[src/rtl/scan_pkg.sv]
// Shared definitions for the internal scan-chain master: FSM encoding,
// frame geometry and the TMS level used in each shift phase.
package scan_pkg;

  typedef logic [1:0] state_t;

  localparam state_t ST_IDLE = 2'd0;
  localparam state_t ST_ADDR = 2'd1;
  localparam state_t ST_DATA = 2'd2;
  localparam state_t ST_GAP  = 2'd3;

  localparam int FRAME_BITS = 16;

  // Index of the last bit within one phase (address or data).
  localparam logic [2:0] BIT_LAST = 3'(FRAME_BITS / 2 - 1);

  localparam logic ADDR_TMS = 1'b1;
  localparam logic DATA_TMS = 1'b0;

endpackage

[src/rtl/tck_divider.sv]
// Generates the scan clock from clk: DIV cycles low, then DIV cycles high,
// plus strobes marking the first low cycle and the last high cycle.
module tck_divider #(
  parameter int DIV = 4
) (
  input  logic clk,
  input  logic reset_n,
  input  logic run,
  output logic tck,
  output logic fall_stb,
  output logic rise_stb
);

  localparam logic [7:0] HALF_LAST = 8'(DIV - 1);

  logic [7:0] half_cnt;
  logic       phase;
  logic       half_end;

  assign half_end = (half_cnt == HALF_LAST);

  always_ff @(posedge clk or negedge reset_n) begin
    if (!reset_n) begin
      half_cnt <= 8'd0;
      phase    <= 1'b0;
    end else if (!run) begin
      half_cnt <= 8'd0;
      phase    <= 1'b0;
    end else if (half_end) begin
      half_cnt <= 8'd0;
      phase    <= ~phase;
    end else begin
      half_cnt <= half_cnt + 8'd1;
    end
  end

  assign tck      = phase;
  assign fall_stb = run && !phase && (half_cnt == 8'd0);
  assign rise_stb = run && phase && half_end;

endmodule

[src/rtl/scan_sequencer.sv]
// Internal scan-chain master: each frame shifts an address byte (tms=1) then a
// data byte (tms=0) into the tap chain, capturing the returned byte from tdo.
//
// state   | meaning
// IDLE    | chain quiet, waiting for enable to start a frame
// ADDR    | shifting the latched address, LSB first, tms=1
// DATA    | shifting the latched pin data, capturing tdo, tms=0
// GAP     | quiet TCK periods between frames, tck held low
module scan_sequencer
  import scan_pkg::*;
#(
  parameter int DIV   = 4,
  parameter int GAP   = 2,
  parameter int WIDTH = 8
) (
  input  logic             clk,
  input  logic             reset_n,
  input  logic             enable,
  input  logic [WIDTH-1:0] addr,
  input  logic [WIDTH-1:0] i_pins,
  input  logic             tdo,
  output logic             tck,
  output logic             tms,
  output logic             tdi,
  output logic [WIDTH-1:0] o_pins,
  output logic             busy,
  output logic             frame_done
);

  localparam logic [3:0] GAP_LOAD = 4'(GAP);

  state_t           state;
  logic [2:0]       bit_cnt;
  logic [2:0]       bit_nxt;
  logic [3:0]       gap_cnt;
  logic [WIDTH-1:0] addr_q;
  logic [WIDTH-1:0] pins_q;
  logic [WIDTH-1:0] capture;
  logic             run;
  logic             tck_raw;
  logic             fall_stb;
  logic             rise_stb;

  assign run     = (state != ST_IDLE);
  assign busy    = run;
  assign bit_nxt = bit_cnt + 3'd1;

  // The divider keeps running through GAP so its strobes can time the gap;
  // the chain must not see those edges.
  assign tck = tck_raw & (state != ST_GAP);

  tck_divider #(
    .DIV(DIV)
  ) u_div (
    .clk      (clk),
    .reset_n  (reset_n),
    .run      (run),
    .tck      (tck_raw),
    .fall_stb (fall_stb),
    .rise_stb (rise_stb)
  );

  always_ff @(posedge clk or negedge reset_n) begin
    if (!reset_n) begin
      state      <= ST_IDLE;
      bit_cnt    <= 3'd0;
      gap_cnt    <= 4'd0;
      addr_q     <= '0;
      pins_q     <= '0;
      capture    <= '0;
      o_pins     <= '0;
      tms        <= 1'b0;
      tdi        <= 1'b0;
      frame_done <= 1'b0;
    end else begin
      frame_done <= 1'b0;
      case (state)
        ST_IDLE: begin
          // Holding off for the frame_done cycle guarantees busy is seen low
          // for one cycle between frames even when there is no gap.
          if (enable && !frame_done) begin
            addr_q  <= addr;
            pins_q  <= i_pins;
            bit_cnt <= 3'd0;
            tms     <= ADDR_TMS;
            tdi     <= addr[0];
            state   <= ST_ADDR;
          end
        end
        ST_ADDR: begin
          if (rise_stb) begin
            bit_cnt <= bit_nxt;
            if (bit_cnt == BIT_LAST) begin
              tms   <= DATA_TMS;
              tdi   <= pins_q[0];
              state <= ST_DATA;
            end else begin
              tdi <= addr_q[bit_nxt];
            end
          end
        end
        ST_DATA: begin
          if (rise_stb) begin
            capture[bit_cnt] <= tdo;
            bit_cnt          <= bit_nxt;
            if (bit_cnt == BIT_LAST) begin
              o_pins     <= {tdo, capture[WIDTH-2:0]};
              frame_done <= 1'b1;
              tdi        <= 1'b0;
              if (GAP == 0) begin
                state <= ST_IDLE;
              end else begin
                gap_cnt <= GAP_LOAD;
                state   <= ST_GAP;
              end
            end else begin
              tdi <= pins_q[bit_nxt];
            end
          end
        end
        ST_GAP: begin
          // Periods are counted as they begin; leave at the end of the last one.
          if (fall_stb && (gap_cnt != 4'd0)) begin
            gap_cnt <= gap_cnt - 4'd1;
          end
          if (rise_stb && (gap_cnt == 4'd0)) begin
            state <= ST_IDLE;
          end
        end
        default: state <= ST_IDLE;
      endcase
    end
  end

endmodule

[config.mk]
export PLATFORM = sky130hd
export DESIGN_NAME = scan_sequencer
export DESIGN_NICKNAME = d
export VERILOG_FILES = /design/src/rtl/scan_pkg.sv /design/src/rtl/tck_divider.sv /design/src/rtl/scan_sequencer.sv
export SDC_FILE = /design/constraint.sdc
export NUM_CORES = 1
export LEC_CHECK = 0
export ABC_AREA = 1
export CAP_MARGIN = 0
export CELL_PAD_IN_SITES_DETAIL_PLACEMENT = 1
export CELL_PAD_IN_SITES_GLOBAL_PLACEMENT = 2
export CORE_MARGIN = 1
export CORE_UTILIZATION = 28
export CTS_CLUSTER_SIZE = 14
export DETAILED_ROUTE_END_ITERATION = 10
export GPL_TIMING_DRIVEN = 0
export PLACE_DENSITY_LB_ADDON = 0.15
export SLEW_MARGIN = 20
export SYNTH_ARGS = -nofsm -noshare
export SYNTH_HDL_FRONTEND = slang
export SYNTH_SLANG_ARGS = --single-unit
[constraint.sdc]
create_clock -name clk -period 1.7 [get_ports clk]
set_input_delay 0.255 -clock clk [delete_from_list [all_inputs] [get_ports clk]]
set_output_delay 0.255 -clock clk [all_outputs]
set_load 0.005 [all_outputs]
# Word-level counts from Yosys, hierarchy flattened
# Cells that the tools add are included.
# word_totals
ff_bits	53
wordCells	101
input_bits	20
# classes
magnitude_cmp	3
n_bitwise	2
n_mux	38
n_eq_ne	15
add_sub_neg	3
reduce_logical	28
# ops
cell	n
2-bit inequality test, second input constant	9
1-bit 2-to-1 mux	16
8-bit 2-to-1 mux	2
2-bit 2-to-1 mux	6
4-bit 2-to-1 mux	3
4-bit AND reduction	3
8-bit by 1-bit adder with 8-bit output, second input constant	1
8-bit bitwise mux	1
8-bit by 2-bit equality test with 1-bit output, second input constant	1
1-bit logical AND	8
8-bit zero test	1
3-bit by 4-bit less-than comparator with 1-bit output, second input constant	2
2-bit case mux with 4 select lines	1
4-bit case mux with 2 select lines	1
2-bit nonzero test	4
1-bit binary-select mux with 3-bit select	2
3-bit 2-to-1 mux	2
3-bit case mux with 2 select lines	1
3-bit AND reduction	2
6-bit AND reduction	1
2-bit equality test, second input constant	2
4-bit zero test	1
2-bit AND reduction	2
4-bit nonzero test	1
other kinds (15)	16

# Depth between registers and ports, before layout
# depth
ltp_word	6
depth_mapped	12
mapped_depth_nobuf	11

# By module
# Synthesis repeated with hierarchy kept, for this count alone.
# hier_totals
cells_unflattened	312
hier_area_um2	2655.0
# by_module_without_submodules
module	area_per_inst_um2	n_inst	seq_area_each_um2	cells_per_inst
scan_sequencer	2118.3	1	1076.0	239
tck_divider	536.8	1	225.2	73

# Least setup slack after synthesis
# OpenSTA, ideal clock, no wires.
# synth_timing
path_kind	reg2reg
startpoint	register state[0]
endpoint	register gap_cnt[2]
required_ns	1.582
stages_incl_launch_ff	12
path_buffers	1
setup_slack_ns	0.109
arrival_ns	1.474
synth_period_minus_slack_ns	1.591
path_cell_list	dfrtp_1 > inv_1 > ha_1 > buf_2 > inv_4 > nand2_1 > nor3_1 > nand3_1 > o21ai_1 > nand2_4 > nand2_1 > o21ai_2
# synth_via
elab_chain_cells	6
# synth_rtl
element	line	rtl
start, declared	scan_sequencer.sv:32	state_t state;
start signal, assigned	scan_sequencer.sv:65	state <= ST_IDLE;
start signal, assigned	scan_sequencer.sv:87	state <= ST_ADDR;
start signal, assigned	scan_sequencer.sv:96	state <= ST_DATA;
2-bit nonzero test (*)	scan_sequencer.sv:44	assign run = (state != ST_IDLE);
via busy	scan_sequencer.sv:26	output logic busy,
1-bit logical AND (2 in series)	tck_divider.sv:38	assign fall_stb = run && !phase && (half_cnt == 8'd0);
1-bit logical AND	scan_sequencer.sv:123	if (fall_stb && (gap_cnt != 4'd0)) begin
2-bit inequality test (no line)	n/a	
4-bit AND reduction (no line) (*)	n/a	
end signal, assigned	scan_sequencer.sv:124	gap_cnt <= gap_cnt - 4'd1;
end, declared	scan_sequencer.sv:35	logic [3:0] gap_cnt;
# The timed path passes the listed nets; every way through them passes the cells marked *.
# A chain may end at the register's enable or synchronous reset.

# Worst setup path in the final report
# layout_timing
startpoint	register state[0]
endpoint	register state[0]
# layout_via
elab_chain_cells	6
# layout_rtl
element	line	rtl
2-bit nonzero test	scan_sequencer.sv:44	
1-bit logical AND (2 in series)	tck_divider.sv:39	assign rise_stb = run && phase && half_end;
1-bit logical AND	scan_sequencer.sv:126	if (rise_stb && (gap_cnt == 4'd0)) begin
2-bit inequality test (no line)	n/a	
6-bit AND reduction (no line)	n/a	
# Parallel ways exist; a longest one is shown, timed or not.

==> summary.txt <==
STA
  – Setup WS post-layout: approximately 0.022 ns
  – RSZ-0062 raised after global routing: yes
  – Final Setup Violations: 0
  – Fin. max-slew vios: 0
  – Minimum clock period: 1.678 ns
  – Worst Skew: approximately 0.013 ns
  – Slew margin rel.: between 50% and 60%
  – Worst hold slack: -0.02501 ns
  – Sum Neg Setup Slack: 0 ns
  – Final Hold Vio Count: 52
  – Period Utilization, post-route: 98.69%
  – Worst-Margin Slew: slightly below 0.7 ns
  – Fmax: ~600 MHz

Yosys
  – Most frequent cell after synthesis: nand2_1
  – Synth top cells by count: nand2_1 (116), dfrtp_1 (52), inv_1 (28)
  – Post-synth top area share: 49.45%
  – Post-synth EDFFs: 0
  – Synth Warn #: 0
  – Syn Nets: 349
  – Async set-or-reset flop fraction in the synthesized netlist: between 90% and 100%
  – Register area share after synthesis: roughly 49%
  – Syn Std Cell Area: about 2600 um2
  – Yosys reg bits: 52
  – Largest cells by area after synthesis: dfrtp_1 (49%), nand2_1 (17%), ha_1 (4.3%)
  – Dominant cell type by area after synthesis: dfrtp_1
  – Synthesized area per cell: between 8 and 9 um2
  – Cells after synthesis: 320
  – Synth cell types: 33
  – Top_reg_cell synth: dfrtp_1

Min path
  – Worst Hold Class: input pin to asynchronous set/reset pin

Cells and area
  – Final net count: ~400
  – Layout area overhead: 27.67%
  – Antenna cells: 0
  – Fillcell total: ~1100
  – Layout cell share with drive strength beyond 1: about 18%
  – Final Core Density: a little under two fifths
  – Area of the multi-input gates: ~1300 um2
  – Sequential cell area: 1303 um2

Global route
  – Antenna violations before repair: 0
  – Vias in the first global route: around 2200
  – Largest net degree at the start of global routing: 53
  – GRT Util Overall: 13.91%
  – Congestion Overflow GR: 0
  – First-pass GRT wire length: around 11000 um

Drt
  – Post-DR vias/cell: 4.466
  – Met3 WL post-DR: roughly 170 um
  – Antenna Nets Post-Route: 0
  – Detailed-router iteration count before antenna repair: 4
  – WL met2: around 2900 um
  – Routed wire length per instance: 12.98 um
  – Top sig layer: met4
  – Drc violations: 0
  – Wire length on met1: just over 3000 um
  – Via count: between 2000 and 2500
  – Routed WL: 6241 um
  – DRT iter0 DRCs: 32

Floorplan
  – Ports: 33
  – Die H: ~99 um
  – Rows: 35
  – Starting Density: 28.75%
  – Core area: about 9200 um2
  – Die width: 98.94 um
  – Die area: slightly below 10000 um2

Clocking
  – Number of H-tree levels: 2
  – Root Buffer: clkbuf_8
  – CTS clk-pin slew, worst paths: around 0.11 ns
  – Clock buffer depth: 2
  – CTS buffer count: 5
  – Clock Latency Late Sink: ~0.32 ns
  – CTS tree: done
  – Clock Sinks: 52
  – Hold_buf cts: 0

Critical path
  – R2R cell count: 9
  – Startpoint types: flip-flop
  – RR Startpoint: state[0]
  – CP arrival: ~1.9 ns
  – Crit-path max FO: 4
  – FF-to-FF End: state[0]
  – CP required: between 1.5 and 2 ns
  – Worst reg-to-reg setup slack: approximately 0.022 ns
  – Critical Path End Type: flip-flop
  – Worst Setup Path Type: flip-flop to flip-flop

Pwr
  – Max rail drop VDD: around 440 uV
  – Leak Pwr: between 1.5 and 2 nW
  – Tot Pwr: 4.741 mW
  – PD cells: about 1400 nW/um2

Place
  – Placed wire-length estimate: between 4000 and 5000 um
  – PortBufs: 32
  – Dpl ws: -0.2831 ns
  – Final Wtd Congestion: approximately 0.75

Run status
  – Status: finished, violations left
  – Failing checks: hold timing

Job
  – Max cap viols: 0
-- kinds of logic after synthesis --
logic type / after synthesis / share of synthesized area (%)
and+or+nand+nor: 183 / 30.91
DFF: 52 / 49.45
AOI/OAI and AO/OA: 34 / 8.036
xor gates and xnor gates: 4 / 1.332
adders and majority gates: 9 / 4.280
buffers and inverters: 38 / 5.992
-- routing by layer --
| metal | track usage, % | vias to the layer above |
|---|---|---|
| li1 | - | 1115 |
| met4 | 4.478 | 0 |
| met5 | 0 | - |
| met2 | 22.38 | 29 |
| met3 | 1.986 | 5 |
| met1 | 19.28 | 999 |
-- stage by stage --
step           area [um2]  cells
4_1_cts              3258    477
2_1_floorplan        2631    320
3_5_place_dp         3088    463
3_3_place_gp         3090    463
6_report             3359    481
5_1_grt              3359    481
-- area by class of cell --
cell class / count / share of cell area (%)
Buffer: 7 / 1.490
Clock buffer: 5 / 2.048
Clock inverter: 3 / 0.7449
Inverter: 31 / 3.687
Multi-Input combinational cell: 230 / 37.36
Sequential cell: 52 / 38.77
Tap cell: 111 / 4.134
Timing Repair Buffer: 42 / 11.77
-- repair_timing --
item,4_1_cts,5_1_grt
gates resized for setup,11,25
pin swaps,3,4
cloned,0,1
setup buffers,6,3
endpoints found under the setup margin,34,37
-- placed cells by master, fill, tap and decap left out, types with 2 or more instances in the layout --
cell / instances
ha_1: 5
o21ai_0: 10
nor3_1: 3
ha_4: 2
inv_2: 4
o21ai_2: 7
clkdlybuf4s50_1: 29
buf_2: 3
clkbuf_8: 5
xor2_1: 2
nor2_2: 4
buf_4: 10
and3_1: 2
buf_6: 3
o21ai_1: 7
inv_1: 26
dfrtp_1: 51
nor3b_1: 2
nand2_1: 111
o211ai_1: 2
nor2_1: 21
nand2_4: 3
xnor2_1: 2
ha_2: 2
a21oi_1: 4
nand3_1: 20
nand2_2: 7
nand4_1: 5
a21oi_4: 2
inv_6: 2
-- worst max-delay path, stage by stage (launching register included) --
cell	delay, ns
dfrtp_1	0.41
buf_4	0.16
buf_4	0.14
ha_1	0.23
inv_1	0.11
nand2_2	0.10
a21oi_4	0.19
nand3_1	0.12
nand2_1	0.08
nand2_1	0.05
-- worst max-delay path by stage --
stage,startpoint,endpoint,slack [ns],cells after the start
3_5_place_dp,state[0],pins_q[2],-0.28,9
6_report,state[0],state[0],0.02,9
2_1_floorplan,state[0],gap_cnt[2],0.11,11
4_1_cts,state[1],gap_cnt[2],-0.00008,12
5_1_grt,state[0],state[0],-0.12,9
3_3_place_gp,reset_n,pins_q[3],-1.44,1
-- sequential cells by signal, summed over array words and instances (netlist names), 2 cells and up --
| register | count |
|---|---|
| addr_q | 8 |
| o_pins | 8 |
| pins_q | 8 |
| u_div.half_cnt | 8 |
| capture | 7 |
| gap_cnt | 4 |
| bit_cnt | 3 |
| state | 2 |
-- report_power, final --
| group | switching (mW) | internal (mW) | leakage (nW) |
|---|---|---|---|
| Sequential | 0.226 | 1.55 | 0.641 |
| Clock | 0.465 | 0.302 | 0.0452 |
| Combinational | 1.28 | 0.915 | 0.926 |
Power figures use the tool's default switching activity.
